**src/rtl/seg7_scan_driver.sv**
```systemverilog
// Time-multiplexed 8-digit common-anode hex display driver with per-frame snapshot
// and a one-cycle anode guard slot. Optional leading-zero blanking via `SEG7_LZB_EN.
module seg7_scan_driver #(
  parameter int DIGITS      = 8,
  parameter int REFRESH_DIV = 1000
) (
  input  logic                  clk_i,
  input  logic                  rst_i,
  input  logic [4*DIGITS-1:0]   data_i,
  input  logic [DIGITS-1:0]     dp_i,
  input  logic [DIGITS-1:0]     blank_i,
  output logic [7:0]            an_o,
  output logic [6:0]            seg_o,
  output logic                  dp_o,
  output logic                  frame_o
);

  localparam int CNT_W = (REFRESH_DIV > 1) ? $clog2(REFRESH_DIV) : 1;
  localparam int IDX_W = (DIGITS > 1) ? $clog2(DIGITS) : 1;
  localparam logic [CNT_W-1:0] CNT_LAST = CNT_W'(REFRESH_DIV - 1);
  localparam logic [IDX_W-1:0] IDX_LAST = IDX_W'(DIGITS - 1);

  logic [CNT_W-1:0]    cnt_q, cnt_d;
  logic [IDX_W-1:0]    idx_q, idx_d;
  logic [4*DIGITS-1:0] snap_data_q, snap_data_d;
  logic [DIGITS-1:0]   snap_dp_q, snap_dp_d;
  logic [DIGITS-1:0]   snap_blank_q, snap_blank_d;
  logic [7:0]          an_q, an_d;
  logic [6:0]          seg_q, seg_d;
  logic                dp_q, dp_d;
  logic                frame_q, frame_d;

  logic                terminal;
  logic [2:0]          an_sel;
  logic [3:0]          nib [DIGITS];
  logic [DIGITS-1:0]   lz;
  logic [DIGITS-1:0]   hide;

  function automatic logic [6:0] decode(input logic [3:0] n);
    logic [6:0] s;
    case (n)
      4'h0:    s = 7'b0000001;
      4'h1:    s = 7'b1001111;
      4'h2:    s = 7'b0010010;
      4'h3:    s = 7'b0000110;
      4'h4:    s = 7'b1001100;
      4'h5:    s = 7'b0100100;
      4'h6:    s = 7'b0100000;
      4'h7:    s = 7'b0001111;
      4'h8:    s = 7'b0000000;
      4'h9:    s = 7'b0000100;
      4'hA:    s = 7'b0001000;
      4'hB:    s = 7'b1100000;
      4'hC:    s = 7'b0110001;
      4'hD:    s = 7'b1000010;
      4'hE:    s = 7'b0110000;
      default: s = 7'b0111000;
    endcase
    return s;
  endfunction

  genvar gi;
  generate
    for (gi = 0; gi < DIGITS; gi++) begin : g_nib
      assign nib[gi] = snap_data_q[4*gi +: 4];
    end
  endgenerate

`ifdef SEG7_LZB_EN
  // A digit is a leading zero when it and every higher nibble are zero; digit 0 always shows.
  generate
    for (gi = 0; gi < DIGITS; gi++) begin : g_lz
      if (gi == 0) begin : g_first
        assign lz[gi] = 1'b0;
      end else begin : g_upper
        assign lz[gi] = ~|snap_data_q[4*DIGITS-1:4*gi];
      end
    end
  endgenerate
`else
  assign lz = '0;
`endif

  assign hide     = snap_blank_q | lz;
  assign terminal = (cnt_q == CNT_LAST);
  assign an_sel   = 3'(idx_q);

  always_comb begin
    cnt_d        = terminal ? '0 : cnt_q + CNT_W'(1);
    idx_d        = idx_q;
    snap_data_d  = snap_data_q;
    snap_dp_d    = snap_dp_q;
    snap_blank_d = snap_blank_q;
    an_d         = 8'hFF;
    seg_d        = seg_q;
    dp_d         = dp_q;
    frame_d      = 1'b0;

    if (terminal) begin
      // Guard slot: anodes dark while segments keep their value to avoid ghosting.
      idx_d = (idx_q == IDX_LAST) ? '0 : idx_q + IDX_W'(1);
      if (idx_q == IDX_LAST) begin
        snap_data_d  = data_i;
        snap_dp_d    = dp_i;
        snap_blank_d = blank_i;
        frame_d      = 1'b1;
      end
    end else begin
      if (!hide[idx_q]) begin
        an_d[an_sel] = 1'b0;
      end
      seg_d = decode(nib[idx_q]);
      dp_d  = ~(snap_dp_q[idx_q] & ~lz[idx_q]);
    end
  end

  always_ff @(posedge clk_i or posedge rst_i) begin
    if (rst_i) begin
      cnt_q        <= '0;
      idx_q        <= '0;
      snap_data_q  <= '0;
      snap_dp_q    <= '0;
      snap_blank_q <= '0;
      an_q         <= 8'hFF;
      seg_q        <= 7'h7F;
      dp_q         <= 1'b1;
      frame_q      <= 1'b0;
    end else begin
      cnt_q        <= cnt_d;
      idx_q        <= idx_d;
      snap_data_q  <= snap_data_d;
      snap_dp_q    <= snap_dp_d;
      snap_blank_q <= snap_blank_d;
      an_q         <= an_d;
      seg_q        <= seg_d;
      dp_q         <= dp_d;
      frame_q      <= frame_d;
    end
  end

  assign an_o    = an_q;
  assign seg_o   = seg_q;
  assign dp_o    = dp_q;
  assign frame_o = frame_q;

endmodule

```
**config.mk**
```make
export PLATFORM = sky130hd
export DESIGN_NAME = seg7_scan_driver
export DESIGN_NICKNAME = d
export VERILOG_FILES = /design/src/rtl/seg7_scan_driver.sv
export SDC_FILE = /design/constraint.sdc
export NUM_CORES = 1
export LEC_CHECK = 0
export CAP_MARGIN = 20
export CORE_UTILIZATION = 50
export CTS_BUF_LIST = sky130_fd_sc_hd__clkbuf_8
export DETAILED_ROUTE_END_ITERATION = 8
export PLACE_DENSITY = 0.77
export SYNTH_ARGS = -nofsm -noshare
export SYNTH_HDL_FRONTEND = slang
export SYNTH_SLANG_ARGS = --single-unit
export TNS_END_PERCENT = 10
```
**constraint.sdc**
```tcl
create_clock -name clk_i -period 6.1 [get_ports clk_i]
set_input_delay 0.915 -clock clk_i [delete_from_list [all_inputs] [get_ports clk_i]]
set_output_delay 0.915 -clock clk_i [all_outputs]
set_load 0.1 [all_outputs]
```
# Word-level counts from Yosys, hierarchy flattened
# Memory sizes are Yosys's and may differ from the RTL's. A register that Yosys moved wholly into a read port is not among the register bits.
# Index checks and enable logic that the tools add are counted.
# word_totals
inputBits	50
elab_cells	41
romBits	120
ff_bits	71
mem_count	2
out_inout_bits	17
# mem_list
memory	words	word_bits	rd	rd_ports_with_merged_regs	wr	line	text
(no name shown)	16	7	1	1	0	41	case (n)
(no name shown)	8	1	1	0	0	113	dp_d = ~(snap_dp_q[idx_q] & ~lz[idx_q]);
# op_classes
addsub	2
n_reduce_logical	3
n_lt_le_gt_ge	3
n_bitwise	5
n_mux	16
n_eq_ne	2
# ops
cell	n
two-way mux 8 bit	2
binary-select mux 4 bit (select 3 bit)	1
adder 10 x 1 -> 10 bit, second input constant	1
equality test 10 bit, second input constant	1
two-way mux 10 bit	1
two-way mux 4 bit	2
NOT 8 bit	1
binary-select mux 1 bit (select 3 bit)	2
two-way mux 1 bit	6
greater-or-equal comparator 4 bit, second input constant	1
less-than comparator 3 x 4 -> 1 bit, second input constant	1
NOT 3 -> 4 bit	1
adder 3 x 1 -> 3 bit, second input constant	1
demux 1 bit (select 3 bit)	1
equality test 3 bit, second input constant	1
greater-or-equal comparator 3 x 1 -> 1 bit, second input constant	1
two-way mux 3 bit	1
NOT 1 bit	2
AND reduction 2 bit	1
bitwise AND 1 bit	1
logical AND 1 bit	1
logical NOT 1 bit	1

# Logic depth before layout (Yosys ltp)
# depth
word_depth	7
mapped_depth	10
ltp_nobuf	8

# Worst setup path before layout
# Ideal clock, no wire load.
# synth_timing
path_type	flip-flop to flip-flop
from	register idx_q[0], in the netlist an_sel[0]
to	register seg_q[3], in the netlist seg_o[3]
n_path_buf	1
arrival_time_ps	2276
required_ps	6011
path_slack_ps	3736
setup_ps	89
stages_incl_launch_ff	9
path_cell_list	dfrtp_1 buf_6 mux4_1 mux2i_1 inv_1 ha_1 mux2_2 mux2i_1 o21ai_1
# synth_between
elab_chain_cells	4
# synth_lines
item	line	text
start, declared	24	logic [IDX_W-1:0] idx_q, idx_d;
start signal, assigned	130	idx_q <= idx_d;
NOT 3 -> 4 bit (implied by the code)	112	seg_d = decode(nib[idx_q]);
binary-select mux 4 bit (select 3 bit)	112	
two-way mux 4 bit (implied by the code) (2 in series)	112	
end, declared	29	logic [6:0] seg_q, seg_d;
# No other way between the ends. The select of a mux whose other input is x is not followed.
# A chain may end at the register's enable or synchronous reset.

# Worst setup path in the final report
# Same ends and word-level chain as after synthesis.

==> metrics <==
first-pass GRT wire length 10740 um; DR iter-0 viols approximately 100; Yosys top cell area share a little over two fifths; antenna viol nets, final 0; number of diodes 0; worst path required time 6350 ps; num rows 30; most numerous cell in the Yosys netlist dfrtp_1; Synth area leaders dfrtp_1, mux2_2, dfstp_2, mux4_2, mux2i_1; vias per cell 5.214; Max Transition Viols Final 0; vias in the first global route 2238; hold_sp cnt_q[0]$_DFF_PP0_; CTS Sinks 78; cell chain of the critical path mux4_1, mux2i_1, inv_1, ha_1, mux2_2, mux2i_1, o21ai_1; # DRC 0; DIE WIDTH 87.03 um; worst-margin pin slew 976.8 ps; post-DP HPWL 4397 um; clock root buffer clkbuf_8; Die H 87.03 um; peak supply drop 136.2 uV; Num CTS Buffers 9; fillers 534; CTS tree done; Pre-antenna DRT Iters 4; PD cells about 240 nW/um^2; max-cap violations 0; H-tree depth 3; average wire per standard cell roughly 15 um; cell taking the most area after synthesis dfrtp_1; total number of vias 2237; io pins 67; ys flop type dfrtp_1; Setup-failing EPs final 0; slowest stage delay, CP 950 ps; Routability Congestion 0.7033; Max-slew headroom 34.68%; postcts setup bufs 0; clock tree buffer depth 2; Crit path max-delay family multiplexers; crit path max fanout 19; share of cells above drive strength 1 27.33%; Synth-to-Final Area Change 25.86%; Final nets 387; Netlist cell types 36; Static Leak 1.902 nW; Post-synth top cells dfrtp_1, mux2_2, nand2_1, dfstp_2, mux2i_1; async set-or-reset flop fraction in the synthesized netlist 100.0%; Synthesis Warnings 0; worst path buffer plus inverter count 1; startpoint types register; largest net degree at the start of global routing around 80; Util after Layout 65.87%; Mapped Area 3615 um^2; EDFF count, synth 0; setup TNS 0 ps; r2r startpoint an_sel[0]$_DFFE_PP0N_; post-cts sizing count 0; hold buffer count at CTS 0; DRT Wirelength 6343 um; Worst-path clk slew roughly 80 ps; PortBufs 66; worst endpoint data arrival time 3430 ps; status complete, no violations; Post-Synthesis Cells roughly 260; final global-route overflow total 0; Worst Skew 9.626 ps; Total GRT Usage 18.83%; Worst-Skew Late Latency 350 ps; slowest CP cell dfrtp_1; Hold/Removal Path Class reg -> reg; Die ar. around 7600 um^2; flop-to-flop setup slack 2920 ps; critical path class reg -> reg; period utilisation layout 52.07%; Initial Util 52.34%; final hold violations 0; RSZ-0062 raised after global routing no; syn nets 323; average size of a mapped cell roughly 14 um^2; antenna violations before repair 0; Seq cells post-synth slightly below 80; core area 6907 um^2; most frequent CP cell mux2i_1; power consumption 1.079 mW; CP Capture Type register; min Tclk post-route 3176 ps; sequential share of the synthesized area between 50 and 60%; Worst Setup SP an_sel[0]$_DFFE_PP0N_; Fmax achieved 314.8 MHz
worst reg2reg max path, stage by stage, from the launching register on:
cell and delay (ps):
dfrtp_1 950, mux4_1 670, mux2i_1 550, inv_1 150
ha_1 290, mux2_2 270, mux2i_1 130, o21ai_1 70
registers in the layout (all words and copies together), names as in the netlist:
name,cells
cnt_q,10
frame_o,1
snap_data_q,32
an_o,8
dp_o,1
snap_dp_q,8
seg_o,7
hide,8
an_sel,3
placed cells by master (no fill, tap or decap), types with 3 or more instances in the layout:
cell / netlist / final
nor3_1: 3 / 3
o21ai_0: 4 / 4
xor2_1: 3 / 3
and3_1: 3 / 3
mux4_1: 4 / 4
mux2i_1: 13 / 13
mux2_2: 48 / 48
xnor2_1: 3 / 3
clkbuf_8: 0 / 11
dfrtp_1: 62 / 62
a21oi_1: 7 / 7
nor2_1: 10 / 10
nand2_1: 22 / 21
nand3_1: 6 / 6
ha_1: 9 / 9
mux4_2: 7 / 7
dfstp_2: 16 / 16
clkdlybuf4s50_1: 0 / 66
inv_1: 5 / 5
area by class of cell:
type                    count  area, um^2  area share [%]
repair buffers             68       688.2           15.13
flip-flops and latches     78        1972           43.34
clock inverters             5       57.56           1.265
well taps                  96       120.1           2.640
multi-input cells         166        1541           33.88
clock buffers              11       151.4           3.328
inverters                   5       18.77          0.4125
report_power, final:
group          switching [mW]  internal (mW)
Clock                   0.187          0.211
Combinational          0.0676         0.0607
Sequential             0.0108          0.541
path summary, 6_finish.rpt:
| path | cells after the start | to |
|---|---|---|
| worst max register to register | 7 | seg_o[3]$_DFFE_PP1P_ |
| min in group asynchronous | 3 | frame_o$_DFF_PP0_ |
| worst min-delay path | 1 | cnt_q[0]$_DFF_PP0_ |
| max in group asynchronous | 3 | snap_data_q[18]$_DFFE_PP0P_ |
| worst min register to register | 1 | cnt_q[0]$_DFF_PP0_ |
| worst max-delay path | 7 | seg_o[3]$_DFFE_PP1P_ |
metal layers:
layer	up-vias	global-route usage (%)	share of wire (%)
met5	-	0	0
met4	0	5.606	1.0
met3	10	5.877	4.9
met2	61	29.28	47
met1	1097	25.53	47
li1	1069	-	-
cells by family (layout without fill, tap and decap cells):
family | after synthesis | in the layout | synth area share, %
flip-flops | 78 | 78 | 54.55
multiplexers | 75 | 75 | 27.07
AND/OR/NAND/NOR | 53 | 53 | 7.027
AO/OA/AOI/OAI | 23 | 23 | 3.911
buffers and inverters | 20 | 89 | 2.873
adder cells (fa/ha/maj) | 9 | 9 | 3.115
XOR/XNOR | 6 | 6 | 1.454
through the flow:
step	cells	setup slack [ps]	area, um^2	hold slack, ps
after detailed placement	412	2904	4320	467.4
after floorplan	264	3216	3615	432.9
after global routing	429	2648	4549	487.5
after CTS	428	2888	4529	476.7
after global placement	412	3025	4320	445.4
final	429	2924	4549	468.5
(Power assumes the default switching activity.)
